===== src/rtl/cluster_pkg.sv =====
// ---------------------------------------------------------------------------
// cluster_pkg
// Shared constants and types for the cluster frame scheduler.
//   NSLOTS      : clusters per encoder frame
//   ADR_INVALID : slot address at or above this value marks an empty slot
//   ADR_MARKER  : address carried by the empty-frame marker word
//   cluster_t   : one cluster {adr, cnt}
//   frame_t     : one buffered frame {clusters, pending-slot mask, frame id}
// ---------------------------------------------------------------------------
package cluster_pkg;

    localparam int NSLOTS = 8;
    localparam int ADR_W  = 11;
    localparam int CNT_W  = 3;
    localparam int IDX_W  = 3;
    localparam int FID_W  = 12;
    localparam int OVF_W  = 16;

    localparam logic [ADR_W-1:0] ADR_INVALID = 11'd1536;
    localparam logic [ADR_W-1:0] ADR_MARKER  = 11'h7FF;

    typedef struct packed {
        logic [ADR_W-1:0] adr;
        logic [CNT_W-1:0] cnt;
    } cluster_t;

    typedef struct packed {
        cluster_t [NSLOTS-1:0] clu;
        logic     [NSLOTS-1:0] mask;
        logic     [FID_W-1:0]  fid;
    } frame_t;

    // Slots whose address is a real strip address (below ADR_INVALID).
    function automatic logic [NSLOTS-1:0] valid_mask(input logic [NSLOTS*ADR_W-1:0] adr);
        logic [NSLOTS-1:0] m;
        m = '0;
        for (int i = 0; i < NSLOTS; i++) begin
            m[i] = (adr[ADR_W*i +: ADR_W] < ADR_INVALID);
        end
        return m;
    endfunction

endpackage


===== src/rtl/cluster_frame_scheduler_first1of8.sv =====
// ---------------------------------------------------------------------------
// first1of8
// Combinational lowest-set-bit picker for an 8-bit slot mask.
//   mask_i    : pending slots
//   idx_o     : index of the lowest set bit (0 when mask is empty)
//   any_o     : at least one bit set
//   is_last_o : exactly one bit set, i.e. the picked slot is the final one
// ---------------------------------------------------------------------------
module first1of8
    import cluster_pkg::*;
(
    input  logic [NSLOTS-1:0] mask_i,
    output logic [IDX_W-1:0]  idx_o,
    output logic              any_o,
    output logic              is_last_o
);

    always_comb begin
        idx_o = '0;
        // Scan from the top so the lowest set bit wins.
        for (int i = NSLOTS-1; i >= 0; i--) begin
            if (mask_i[i]) idx_o = 3'(i);
        end
        any_o     = |mask_i;
        // Clearing the lowest set bit leaves zero only if it was the sole bit.
        is_last_o = any_o && ((mask_i & (mask_i - 8'd1)) == 8'd0);
    end

endmodule


===== src/rtl/cluster_frame_scheduler.sv =====
// ---------------------------------------------------------------------------
// cluster_frame_scheduler
// Serialises the 8 per-frame clusters of the strip encoder onto a single
// valid/ready link, one cluster per clock4x. Holds up to two frames in a
// FIFO, skips empty slots, tags each word with its frame id and counts
// frames dropped because both buffers were busy.
//
// Ports
//   clock4x, global_reset       : clock, async active-high reset
//   frame_valid, adr_in, cnt_in : new-frame strobe and its 8 slots
//   clu_ready                   : downstream accept
//   clu_valid/adr/cnt/last/fid  : output word (registered, held until accepted)
//   busy                        : at least one frame buffer occupied
//   ovf_cnt                     : dropped frames, saturating
//
// Build option
//   CLUSTER_EMPTY_MARKER_EN : when defined, a frame with no valid slot is
//   buffered and emits one marker word (adr=7FF, cnt=0, last=1). When
//   undefined, such a frame only advances the frame id and is discarded.
//
// State | meaning
// ------+--------------------------------------------------------------
// IDLE  | no frame buffered, output register only drains
// SEND  | head frame present, one slot moved to the output per free slot
// ---------------------------------------------------------------------------
module cluster_frame_scheduler
    import cluster_pkg::*;
(
    input  logic                      clock4x,
    input  logic                      global_reset,
    input  logic                      frame_valid,
    input  logic [NSLOTS*ADR_W-1:0]   adr_in,
    input  logic [NSLOTS*CNT_W-1:0]   cnt_in,
    input  logic                      clu_ready,
    output logic                      clu_valid,
    output logic [ADR_W-1:0]          clu_adr,
    output logic [CNT_W-1:0]          clu_cnt,
    output logic                      clu_last,
    output logic [FID_W-1:0]          clu_fid,
    output logic                      busy,
    output logic [OVF_W-1:0]          ovf_cnt
);

    localparam logic [0:0] S_IDLE = 1'b0;
    localparam logic [0:0] S_SEND = 1'b1;

    logic [0:0]        state_q, state_d;
    frame_t            fifo_q [2];
    logic              wr_ptr_q, rd_ptr_q;
    logic [1:0]        count_q, count_d;
    logic [FID_W-1:0]  fid_q;
    logic [OVF_W-1:0]  ovf_q;

    logic              valid_q;
    logic [ADR_W-1:0]  adr_q;
    logic [CNT_W-1:0]  cnt_q;
    logic              last_q;
    logic [FID_W-1:0]  ofid_q;

    frame_t            head;
    frame_t            new_frame;
    logic [NSLOTS-1:0] new_mask;
    logic [IDX_W-1:0]  pick_idx;
    logic              pick_any, pick_last;
    logic              load, pop, store_frame, full_eff, push, drop;

    assign head = fifo_q[rd_ptr_q];

    first1of8 u_pick (
        .mask_i    (head.mask),
        .idx_o     (pick_idx),
        .any_o     (pick_any),
        .is_last_o (pick_last)
    );

    always_comb begin
        new_mask = valid_mask(adr_in);
        new_frame.mask = new_mask;
        new_frame.fid  = fid_q;
        for (int i = 0; i < NSLOTS; i++) begin
            new_frame.clu[i].adr = adr_in[ADR_W*i +: ADR_W];
            new_frame.clu[i].cnt = cnt_in[CNT_W*i +: CNT_W];
        end

`ifdef CLUSTER_EMPTY_MARKER_EN
        store_frame = frame_valid;
`else
        store_frame = frame_valid && (new_mask != '0);
`endif

        // Output register is a one-word pipeline stage: refill when empty or draining.
        load = (state_q == S_SEND) && (!valid_q || clu_ready);
        // An empty head mask only exists for a buffered marker frame; it retires in one word.
        pop  = load && (pick_last || !pick_any);

        // A buffer retiring this cycle is free for an arriving frame.
        full_eff = (count_q == 2'd2) && !pop;
        push     = store_frame && !full_eff;
        drop     = store_frame && full_eff;

        count_d = count_q + {1'b0, push} - {1'b0, pop};
        state_d = (count_d != 2'd0) ? S_SEND : S_IDLE;
    end

    always_ff @(posedge clock4x or posedge global_reset) begin
        if (global_reset) begin
            state_q  <= S_IDLE;
            wr_ptr_q <= 1'b0;
            rd_ptr_q <= 1'b0;
            count_q  <= '0;
            fid_q    <= '0;
            ovf_q    <= '0;
            valid_q  <= 1'b0;
            adr_q    <= '0;
            cnt_q    <= '0;
            last_q   <= 1'b0;
            ofid_q   <= '0;
            for (int i = 0; i < 2; i++) begin
                fifo_q[i] <= '0;
            end
        end else begin
            state_q <= state_d;
            count_q <= count_d;

            if (frame_valid) fid_q <= fid_q + 1'b1;
            if (drop && (ovf_q != '1)) ovf_q <= ovf_q + 1'b1;

            if (load) begin
                valid_q <= 1'b1;
                ofid_q  <= head.fid;
                if (pick_any) begin
                    adr_q  <= head.clu[pick_idx].adr;
                    cnt_q  <= head.clu[pick_idx].cnt;
                    last_q <= pick_last;
                end else begin
                    adr_q  <= ADR_MARKER;
                    cnt_q  <= '0;
                    last_q <= 1'b1;
                end
                if (pop) rd_ptr_q <= ~rd_ptr_q;
                else     fifo_q[rd_ptr_q].mask[pick_idx] <= 1'b0;
            end else if (clu_ready) begin
                valid_q <= 1'b0;
            end

            // Placed after the head update: with a full FIFO retiring its head,
            // the write pointer aliases the head entry and the new frame must win.
            if (push) begin
                fifo_q[wr_ptr_q] <= new_frame;
                wr_ptr_q         <= ~wr_ptr_q;
            end
        end
    end

    assign clu_valid = valid_q;
    assign clu_adr   = adr_q;
    assign clu_cnt   = cnt_q;
    assign clu_last  = last_q;
    assign clu_fid   = ofid_q;
    assign busy      = (count_q != 2'd0);
    assign ovf_cnt   = ovf_q;

endmodule


===== config.mk =====
export PLATFORM = sky130hd
export DESIGN_NAME = cluster_frame_scheduler
export DESIGN_NICKNAME = d
export VERILOG_FILES = /design/src/rtl/cluster_pkg.sv /design/src/rtl/cluster_frame_scheduler_first1of8.sv /design/src/rtl/cluster_frame_scheduler.sv
export SDC_FILE = /design/constraint.sdc
export NUM_CORES = 1
export LEC_CHECK = 0
export ABC_AREA = 1
export ABC_CLOCK_PERIOD_IN_PS = 29900
export CORE_ASPECT_RATIO = 1.5
export CORE_MARGIN = 2
export CORE_UTILIZATION = 60
export DETAILED_ROUTE_END_ITERATION = 8
export GPL_TIMING_DRIVEN = 0
export PLACE_DENSITY = 0.82
export SETUP_SLACK_MARGIN = 0.02
export SYNTH_ARGS = -nofsm -noshare
export SYNTH_HDL_FRONTEND = slang
export SYNTH_HIERARCHICAL = 1
export SYNTH_SLANG_ARGS = --single-unit

===== constraint.sdc =====
create_clock -name clock4x -period 29.9 [get_ports clock4x]
set_input_delay 8.97 -clock clock4x [delete_from_list [all_inputs] [get_ports clock4x]]
set_output_delay 8.97 -clock clock4x [all_outputs]
set_load 0.05 [all_outputs]

Word level (Yosys, flattened, before mapping) --
Index checks and enable logic that the tools add are counted.
Storage, ports and cells: output and inout port bits 45, input bits 116, word-level logic and storage cells 127, register bits 325
Operators by class: equal/unequal tests 2, $lt $le $gt $ge 14, multiplexer cells 30, bitwise logic cells 5, reduce and logical (&&, ||, !) cells 24, add/sub/neg operators 5
Operator list (count):
- 264-bit 2-to-1 mux | 3
- 264-bit bitwise mux | 2
- 132-bit 2-to-1 mux | 4
- 132-bit demux with 1-bit select | 2
- 11-bit < comparator (second input constant) | 8
- 14-bit binary-select mux with 3-bit select | 1
- 3-bit 2-to-1 mux | 9
- 20-bit 2-to-1 mux | 1
- 16-bit by 1-bit adder with 16-bit output (second input constant) | 1
- 16-bit inequality test (second input constant) | 1
- 14-bit 2-to-1 mux | 1
- 12-bit by 1-bit adder with 12-bit output (second input constant) | 1
- 1-bit logical AND | 11
- 11-bit 2-to-1 mux | 1
- 8-bit AND | 1
- 8-bit zero test | 1
- 8-bit nonzero test | 1
- 8-bit OR reduction | 1
- 8-bit by 1-bit subtractor with 8-bit output (second input constant) | 1
- 2-bit nonzero test | 3
- 1-bit 2-to-1 mux | 5
- 2-bit greater-or-equal comparator (second input constant) | 2
- 1-bit zero test | 4
- 2-bit by 1-bit < comparator with 1-bit output (second input constant) | 2
- other kinds (10) | 13

Longest topological paths before layout --
Gate-level depths: netlist (run 1).
word-level depth 23, depth in mapped cells 24, mapped depth without buffers 19

Hierarchy --
The synthesis (run 1) kept the hierarchy.
By module, submodules not included:
- cluster_frame_scheduler | instances 1, sequential area each 8132.8 um^2, area each 16667.2 um^2, cells each 2244
- first1of8 | instances 1, sequential area each 0.0 um^2, area each 177.7 um^2, cells each 37

Worst setup path after synthesis (run 1) --
OpenSTA, ideal clock, no wires.
path type input-to-reg, start point input port clu_ready, end point register state_q, path buffers 1, library setup time 0.127 ns, data required time 29.773 ns, slack 19.099 ns, stages on the path 12, arrival time 10.673 ns, cells stage by stage inv_1 -> nand2_1 -> nand3_1 -> nand2_2 -> nand2_1 -> buf_2 -> ha_1 -> inv_1 -> ha_1 -> xnor2_1 -> xor2_1 -> or2_2
On the way: word-level cells in the longest chain between the ends 11
RTL lines:
- start: declaration | line cluster_frame_scheduler.sv:34 | input logic clu_ready,
- 1-bit logical OR (*) | line cluster_frame_scheduler.sv:92 | load = (state_q == S_SEND) && (!valid_q || clu_ready);
- 1-bit logical AND (*) | line cluster_frame_scheduler.sv:92
- 1-bit logical AND (*) | line cluster_frame_scheduler.sv:94 | pop = load && (pick_last || !pick_any);
- 1-bit zero test | line cluster_frame_scheduler.sv:97 | full_eff = (count_q == 2'd2) && !pop;
- 1-bit logical AND | line cluster_frame_scheduler.sv:97
- 1-bit zero test | line cluster_frame_scheduler.sv:98 | push = store_frame && !full_eff;
- 1-bit logical AND | line cluster_frame_scheduler.sv:98
- 2-bit by 1-bit adder with 2-bit output | line cluster_frame_scheduler.sv:101 | count_d = count_q + {1'b0, push} - {1'b0, pop};
- 2-bit by 1-bit subtractor with 2-bit output (*) | line cluster_frame_scheduler.sv:101
- net count_d[1] | line cluster_frame_scheduler.sv:50 | logic [1:0] count_q, count_d;
- 2-bit nonzero test (*) | line cluster_frame_scheduler.sv:102 | state_d = (count_d != 2'd0) ? S_SEND : S_IDLE;
- 1-bit 2-to-1 mux (*) | line cluster_frame_scheduler.sv:102
- net state_d | line cluster_frame_scheduler.sv:47 | logic [0:0] state_q, state_d;
- end signal: assignment | line cluster_frame_scheduler.sv:122 | state_q <= state_d;
- end: declaration | line cluster_frame_scheduler.sv:47
Mark *: on every way through the listed nets, which the timed path passes. The rest lies on a longest branch. A chain may end at the register's enable or synchronous reset.

Worst setup path in the final report (run 1) --
start point input port adr_in[87], end point register state_q
On the way: word-level cells in the longest chain between the ends 8
RTL lines:
- start: declaration | line cluster_frame_scheduler.sv:32 | input logic [NSLOTS*ADR_W-1:0] adr_in,
- 11-bit < comparator | line cluster_pkg.sv:38 | m[i] = (adr[ADR_W*i +: ADR_W] < ADR_INVALID);
- 8-bit nonzero test | line cluster_frame_scheduler.sv:88 | store_frame = frame_valid && (new_mask != '0);
- 1-bit logical AND | line cluster_frame_scheduler.sv:88
- 1-bit logical AND | line cluster_frame_scheduler.sv:98
- 2-bit by 1-bit adder with 2-bit output | line cluster_frame_scheduler.sv:101
- 2-bit by 1-bit subtractor with 2-bit output | line cluster_frame_scheduler.sv:101
- net count_d[1] | line cluster_frame_scheduler.sv:50
- 2-bit nonzero test | line cluster_frame_scheduler.sv:102
- 1-bit 2-to-1 mux | line cluster_frame_scheduler.sv:102
- net state_d | line cluster_frame_scheduler.sv:47
The timed path passes the listed nets, and every way through them passes these cells.

==> flow_summary.toml, run 1 <==
[status]
status = "finished clean"

[sta]
whs_ns = 0.4669
post-route-period-util_pct = 37.91
tns_ns = 0
setup_viol = 0
rsz0062_at_grt = "no"
worstMarginPinSlew_ns = 1.456
hold_viol_final = 0
max_freq_ghz = 0.08822
slew_violations = 0
period_needed_ns = 11.33
max-slew-margin-rel_pct = 2.548
finClkSkew_ns = 0.01498

[setup_path]
cp_max_fo = 10
rr_worst_depth = 20
cp.required_ns = 30.36
crit_type = "in -> reg"
r2r-end = "clu_adr[4]"
worst_ep_arrival_time_ns = 11.80
critical_path.cell_chain = "clkdlybuf4s50_1 -> nand2_1 -> nor2_1 -> nand2_1 -> nor2_4 -> nor2_8 -> nand2_1 -> buf_2 -> ha_1 -> inv_1 -> ha_1 -> xnor2_1 -> xor2_1 -> or2_2"
cp_slowest_stage_delay_ns = 0.65
crit_path_frequent_cell = "nand2_1"
cp-end-kind = "flip-flop"
r2r_slack_ns = 24.61
r2r-start = "rd_ptr_q"
crit_start = "adr_in[87]"
worstSetupStartpointType = "input pin"
crit_path_top_delay_cell = "clkdlybuf4s50_1"

[power_and_ir_drop]
leakage_nw = 10.31
ir_drop_mv = 0.08495
powerDensity_nw_per_um2 = 137.1

[job]
maxCapViolations = 0

[route]
firstDrtPassIters = 7
dr_total_vias = 18590
wl_mm = 74.93
drtAntennaViolNets = 0
drc = 0
vias_per_cell = 6.524
drtIter0Drc = 3004
avgRoutedWirePerCell_um = 26.30

[grt]
grt_pass1_vias = 17810
grt_max_degree = 129
grt_usage_pct = 50.84
grt_pass1_wl_mm = 109.7
antenna_found_initial = 5
overflow = 0

[hold_path]
worstHoldEndpoint = "fifo_q[97]"
hold_start = "fifo_q[97]"
min_path_type = "reg -> reg"
hold_path_depth = 2

[synth]
synth_area_leaders = "dfrtp_1 48%, nand2_1 23%, nand4_1 9.7%"
syn_area_um2 = 16840
ys_seq_area_share_pct = 48.28
ys_ff_latch = 325
netlist-cell-type-count = 33
avgSynthCellArea_um2 = 7.385
synth_compound_area_share_pct = 2.511
synthXorXnorAreaFrac_pct = 0.9879
syn_nets = 2401
yosysWarnings = 6
synth-simple-area-share_pct = 40.64
synth_top_family_by_area = "simple AND/OR/NAND/NOR gates"
synth_fa_ha_area_share_pct = 0.2971
synth_top_area_share_pct = 48.28
synth_cells = 2281
synth_top_area_cell = "dfrtp_1"
synthMuxAreaShare_pct = 0

[clock_tree]
cts_sinks = 325
ctsHoldBuffers = 0
cts-resized-gates = 0
clk_latency_ns = 0.60
numCtsBuffers = 31
clock-root-buffer = "clkbuf_16"
clkTransAtPathRegs_ns = 0.06
cts_tree = "built"
htreeDepth = 1
cts_setup_buffers = 0
cts_buffer_depth = 3

[finish]
final_cells = 2849
syn_to_final_growth_pct = 18.49
fin_area_um2 = 19960
layout.nets = 2596
drive_gt1_share_pct = 7.120
final_common_cell = "nand2_1"
utilization_pct = 71.86
mostFrequentLayoutCells = "1,029 x nand2_1, 325 x dfrtp_1, 262 x nand4_1"

[place]
routabilityCongestion = 1.067
placed_cells = 2789
portBuffers = 160
dp_hpwl_mm = 49.61
placed_area_um2 = 18940

[floorplan]
fp-row-count = 75
die_area_um2 = 29460
io_pins = 161
start_util_pct = 60.64
fp.dieH_um = 209.2
die_w_um = 140.8
core_um2 = 27780
## report_power, final
| part | leakage, nW | switching, mW | total, mW | internal [mW] |
|---|---|---|---|---|
| combinational | 5.74 | 1.19 | 1.58 | 0.396 |
| clock | 0.485 | 0.181 | 0.406 | 0.225 |
| sequential | 4.08 | 0.116 | 0.749 | 0.632 |
| total | 10.3 | 1.48 | 2.74 | 1.25 |
## per-layer routing
layer / global-route usage (%) / wire (um)
met2: 74.92 / 31700
met4: 37.41 / 7296
met3: 18.63 / 11690
met5: 0 / 44
met1: 61.05 / 24200
## worst max path at each step
stage,to,slack (ns),depth (start not counted)
6_report,state_q,18.57,14
4_1_cts,state_q,18.65,14
2_1_floorplan,clu_adr[0],11.93,1
3_3_place_gp,ovf_cnt[12],7.96,2
3_5_place_dp,state_q,18.08,14
5_1_grt,state_q,18.48,14
## per-stage QoR
| step | setup slack, ns | power, mW |
|---|---|---|
| 3_3_place_gp | 7.957 | 2.173 |
| 6_report | 18.57 | 2.736 |
| 2_1_floorplan | 11.93 | 1.612 |
| 4_1_cts | 18.65 | 2.611 |
| 5_1_grt | 18.48 | 2.817 |
| 3_5_place_dp | 18.08 | 2.206 |
## worst max-delay path: cells and delay by family
kind	cells	cell delay (ns)
simple gates	7	1.13
buf+inv	3	1.00
fa+ha+maj	2	0.43
xor+xnor	2	0.24
## synthesized netlist by cell type
cell and number:
nor3_4 1, xnor2_1 9, nand3_4 1, clkinv_1 1, o21ai_0 52, clkbuf_1 30
nor3_1 3, nand4_1 262, nand4_2 1, nor2_8 1, buf_1 31, nand3_1 128
nor2_1 140, o21ai_1 2, a21oi_1 2, nand3_2 2, a31oi_1 12, nor2_4 3
inv_1 105, xor2_1 10, nand2_1 1029, dfrtp_1 325, buf_2 92, nand2_2 2
a21boi_1 1, a21boi_0 2, o21a_1 6, inv_2 3, buf_4 14, nor2_2 3
or2_2 2, buf_6 2, ha_1 4
## sequential cells by signal, summed over array words and instances, names as in the netlist
name / count
rd_ptr_q: 1
clu_valid: 1
clu_fid: 12
count_q: 2
ovf_cnt: 16
clu_cnt: 3
wr_ptr_q: 1
clu_last: 1
fid_q: 12
clu_adr: 11
fifo_q: 264
state_q: 1
## final cells by class
type,instances,area [um^2]
timing repair buffer,162,1657
fill,2315,7818
tap,346,432.9
clock inverter,14,158.9
buffer,169,817.0
clock buffer,43,850.8
antenna,3,7.507
inverter,109,416.7
sequential,325,8133
multi-input combinational,1678,7486
## logic make-up after synthesis
family,after synthesis
flip-flops,325
XOR/XNOR,19
AND/OR/NAND/NOR,1578
AO/OA/AOI/OAI,77
buffers and inverters,278
adder cells (fa/ha/maj),4
Power figures use the tool's default switching activity.
==> run 2, diff against run 1 <==
Settings changed: ABC_CLOCK_PERIOD_IN_PS 29900 to 9500, CORE_UTILIZATION 60 to 52, PLACE_DENSITY 0.82 to 0.75.
Clock period 29.9 ns to 9.5 ns, I/O delays scaled along.
==> run 2 against run 1 <==
Net effect: sequential cell count unchanged; non-clock buffer count increased by 7; cell count increased by 2.6%; highest routed layer is now met4; total power increased to 3.2 times the previous value; via count decreased by 1.2%; sequential share of layout area decreased by 0.90 points; die area increased by 15%; clock-buffer cell count increased by 5; final area increased by 2.3%; hold slack about the same; core utilization decreased by 7.7 points.
==> flow_summary.toml, run 2 (synthesis gave the netlist of run 1 again) <==
[route]
avgRoutedWirePerCell_um = 26.59
drc = 0
vias_per_cell = 6.280
wl_mm = 77.73
firstDrtPassIters = 8
drtAntennaViolNets = 0
dr_total_vias = 18360
drtIter0Drc = 2525

[sta]
slew_violations = 0
max_freq_ghz = 0.1897
post-route-period-util_pct = 55.50
finClkSkew_ns = 0.01888
max-slew-margin-rel_pct = 15.52
worstMarginPinSlew_ns = 1.263
setup_ws_ns = 4.228
period_needed_ns = 5.272
hold_viol_final = 0
rsz0062_at_grt = "no"
setup_viol = 0

[floorplan]
die_w_um = 151.0
core_um2 = 31830
fp.dieH_um = 224.4
io_pins = 161
die_area_um2 = 33880
start_util_pct = 52.92
fp-row-count = 80

[place]
dp_hpwl_mm = 52.78
placed_area_um2 = 19140
routabilityCongestion = 1.001
pre_cts_slack_ns = 3.814
portBuffers = 160

[clock_tree]
numCtsBuffers = 35
htreeDepth = 2
ctsHoldBuffers = 0
cts_buffer_depth = 3
cts_setup_buffers = 0
cts-resized-gates = 0
cts_tree = "built"
clkTransAtPathRegs_ns = 0.06
cts_sinks = 325
clk_latency_ns = 0.55
clock-root-buffer = "clkbuf_16"

[grt]
antenna_found_initial = 0
grt_pass1_wl_mm = 112.5
overflow = 0
grt_usage_pct = 46.31
grt_pass1_vias = 17470
grt_max_degree = 41

[finish]
num_antenna_cells = 0
regMostFlops = "fifo_q"
drive_gt1_share_pct = 7.799
layout.nets = 2607
multi_input_area_um2 = 7486
nFillCells = 2820
seq_area_um2 = 8133
final_common_cell = "nand2_1"
syn_to_final_growth_pct = 21.18
fin_area_um2 = 20410
mostFrequentLayoutCells = "1,029 x nand2_1, 325 x dfrtp_1, 262 x nand4_1"
largest_register_ffs = 264

[setup_path]
crit_path_top_delay_cell = "clkdlybuf4s50_1"
r2r_slack_ns = 4.55
cp_max_fo = 10
cp-end-kind = "flip-flop"
r2r-start = "rd_ptr_q"
rr_worst_depth = 16
crit_type = "in -> reg"
worstSetupStartpointType = "input pin"
cp_slowest_stage_delay_ns = 0.64
r2r-end = "clu_cnt[1]"
cpLargestDelayFamily = "simple AND/OR/NAND/NOR gates"
crit_path_frequent_cell = "nand2_1"
cp.required_ns = 9.92
worst-path-buf-inv = 3
worst_ep_arrival_time_ns = 5.69
critical_path.cell_chain = "clkdlybuf4s50_1 -> nand2_1 -> nor2_1 -> nand2_1 -> nor2_4 -> nor2_8 -> nand2_1 -> buf_2 -> ha_1 -> inv_1 -> ha_1 -> xnor2_1 -> xor2_1 -> or2_2"

[hold_path]
hold_start = "fifo_q[163]"
min_path_type = "reg -> reg"
worstHoldEndpoint = "fifo_q[163]"
hold_path_depth = 2

[power_and_ir_drop]
fin_total_pwr_mw = 8.865
ir_drop_mv = 0.4048
powerDensity_nw_per_um2 = 434.3
leakage_nw = 10.50

[job]
maxCapViolations = 0

[status]
status = "finished clean"
-- run 2: changes by cell type in the layout (fill, tap and decap cells not counted), sizes merged --
cell and change:
buf +7, bufinv +3, clkbuf +5, clkinv +2, clkinvlp -2, diode -3
inv -2
-- run 2: per-stage QoR --
step                hold slack [ns]  TNS [ns]  std cells  utilization, %
floorplan                    0.4366         0       2281               -
global placement             0.4477    -9.137       2851           59.58
detailed placement           0.4537         0       2860           60.14
CTS                          0.4683         0       2923           64.13
global route                 0.4801         0       2923           64.13
finish                       0.4669         0       2923           64.13
-- run 2: worst max path at each step --
stage                             from           to  slack, ns  cells after the start
after floorplan           global_reset   clu_adr[0]       2.31                      1
after global placement    global_reset  fifo_q[134]      -0.07                      2
after detailed placement     adr_in[9]      state_q       3.81                     14
after CTS                    adr_in[9]      state_q       4.34                     14
after global routing         adr_in[9]      state_q       4.13                     14
final                        adr_in[9]      state_q       4.23                     14
-- run 2: layer usage --
| metal | vias up | track usage [%] | part of all wire [%] |
|---|---|---|---|
| li1 | 7823 | - | - |
| met1 | 8558 | 57.65 | 34 |
| met2 | 1515 | 67.80 | 43 |
| met3 | 460 | 12.05 | 13 |
| met4 | 0 | 36.69 | 10 |
| met5 | - | 0 | 0 |
-- run 2: area by class of cell --
cell class | instances | area share, %
plain buffers | 169 | 4.003
clock buffers | 48 | 5.081
clock inverters | 15 | 1.134
multi-input cells | 1678 | 36.67
well taps | 410 | 2.513
repair buffers | 169 | 8.729
inverters | 109 | 2.023
flip-flops and latches | 325 | 39.84
-- run 2: power breakdown --
part	internal, mW	total [mW]	switching, mW
Clock	0.929	1.54	0.613
Combinational	1.25	4.97	3.71
Sequential	1.99	2.36	0.367
-- run 2: worst register-to-register path, cell delays in order (launching register included) --
cell and delay [ns]:
dfrtp_1 0.35, buf_2 0.19, inv_2 0.13, buf_2 0.31
buf_2 0.47, buf_2 0.40, nand2_1 0.10, nand2_1 0.19
nor2_4 0.10, nand2_1 0.09, a21oi_1 0.08, nor2_1 0.97
clkbuf_1 0.88, nand2_1 0.13, nand2_1 0.09, o21ai_0 0.27
nand2_1 0.14
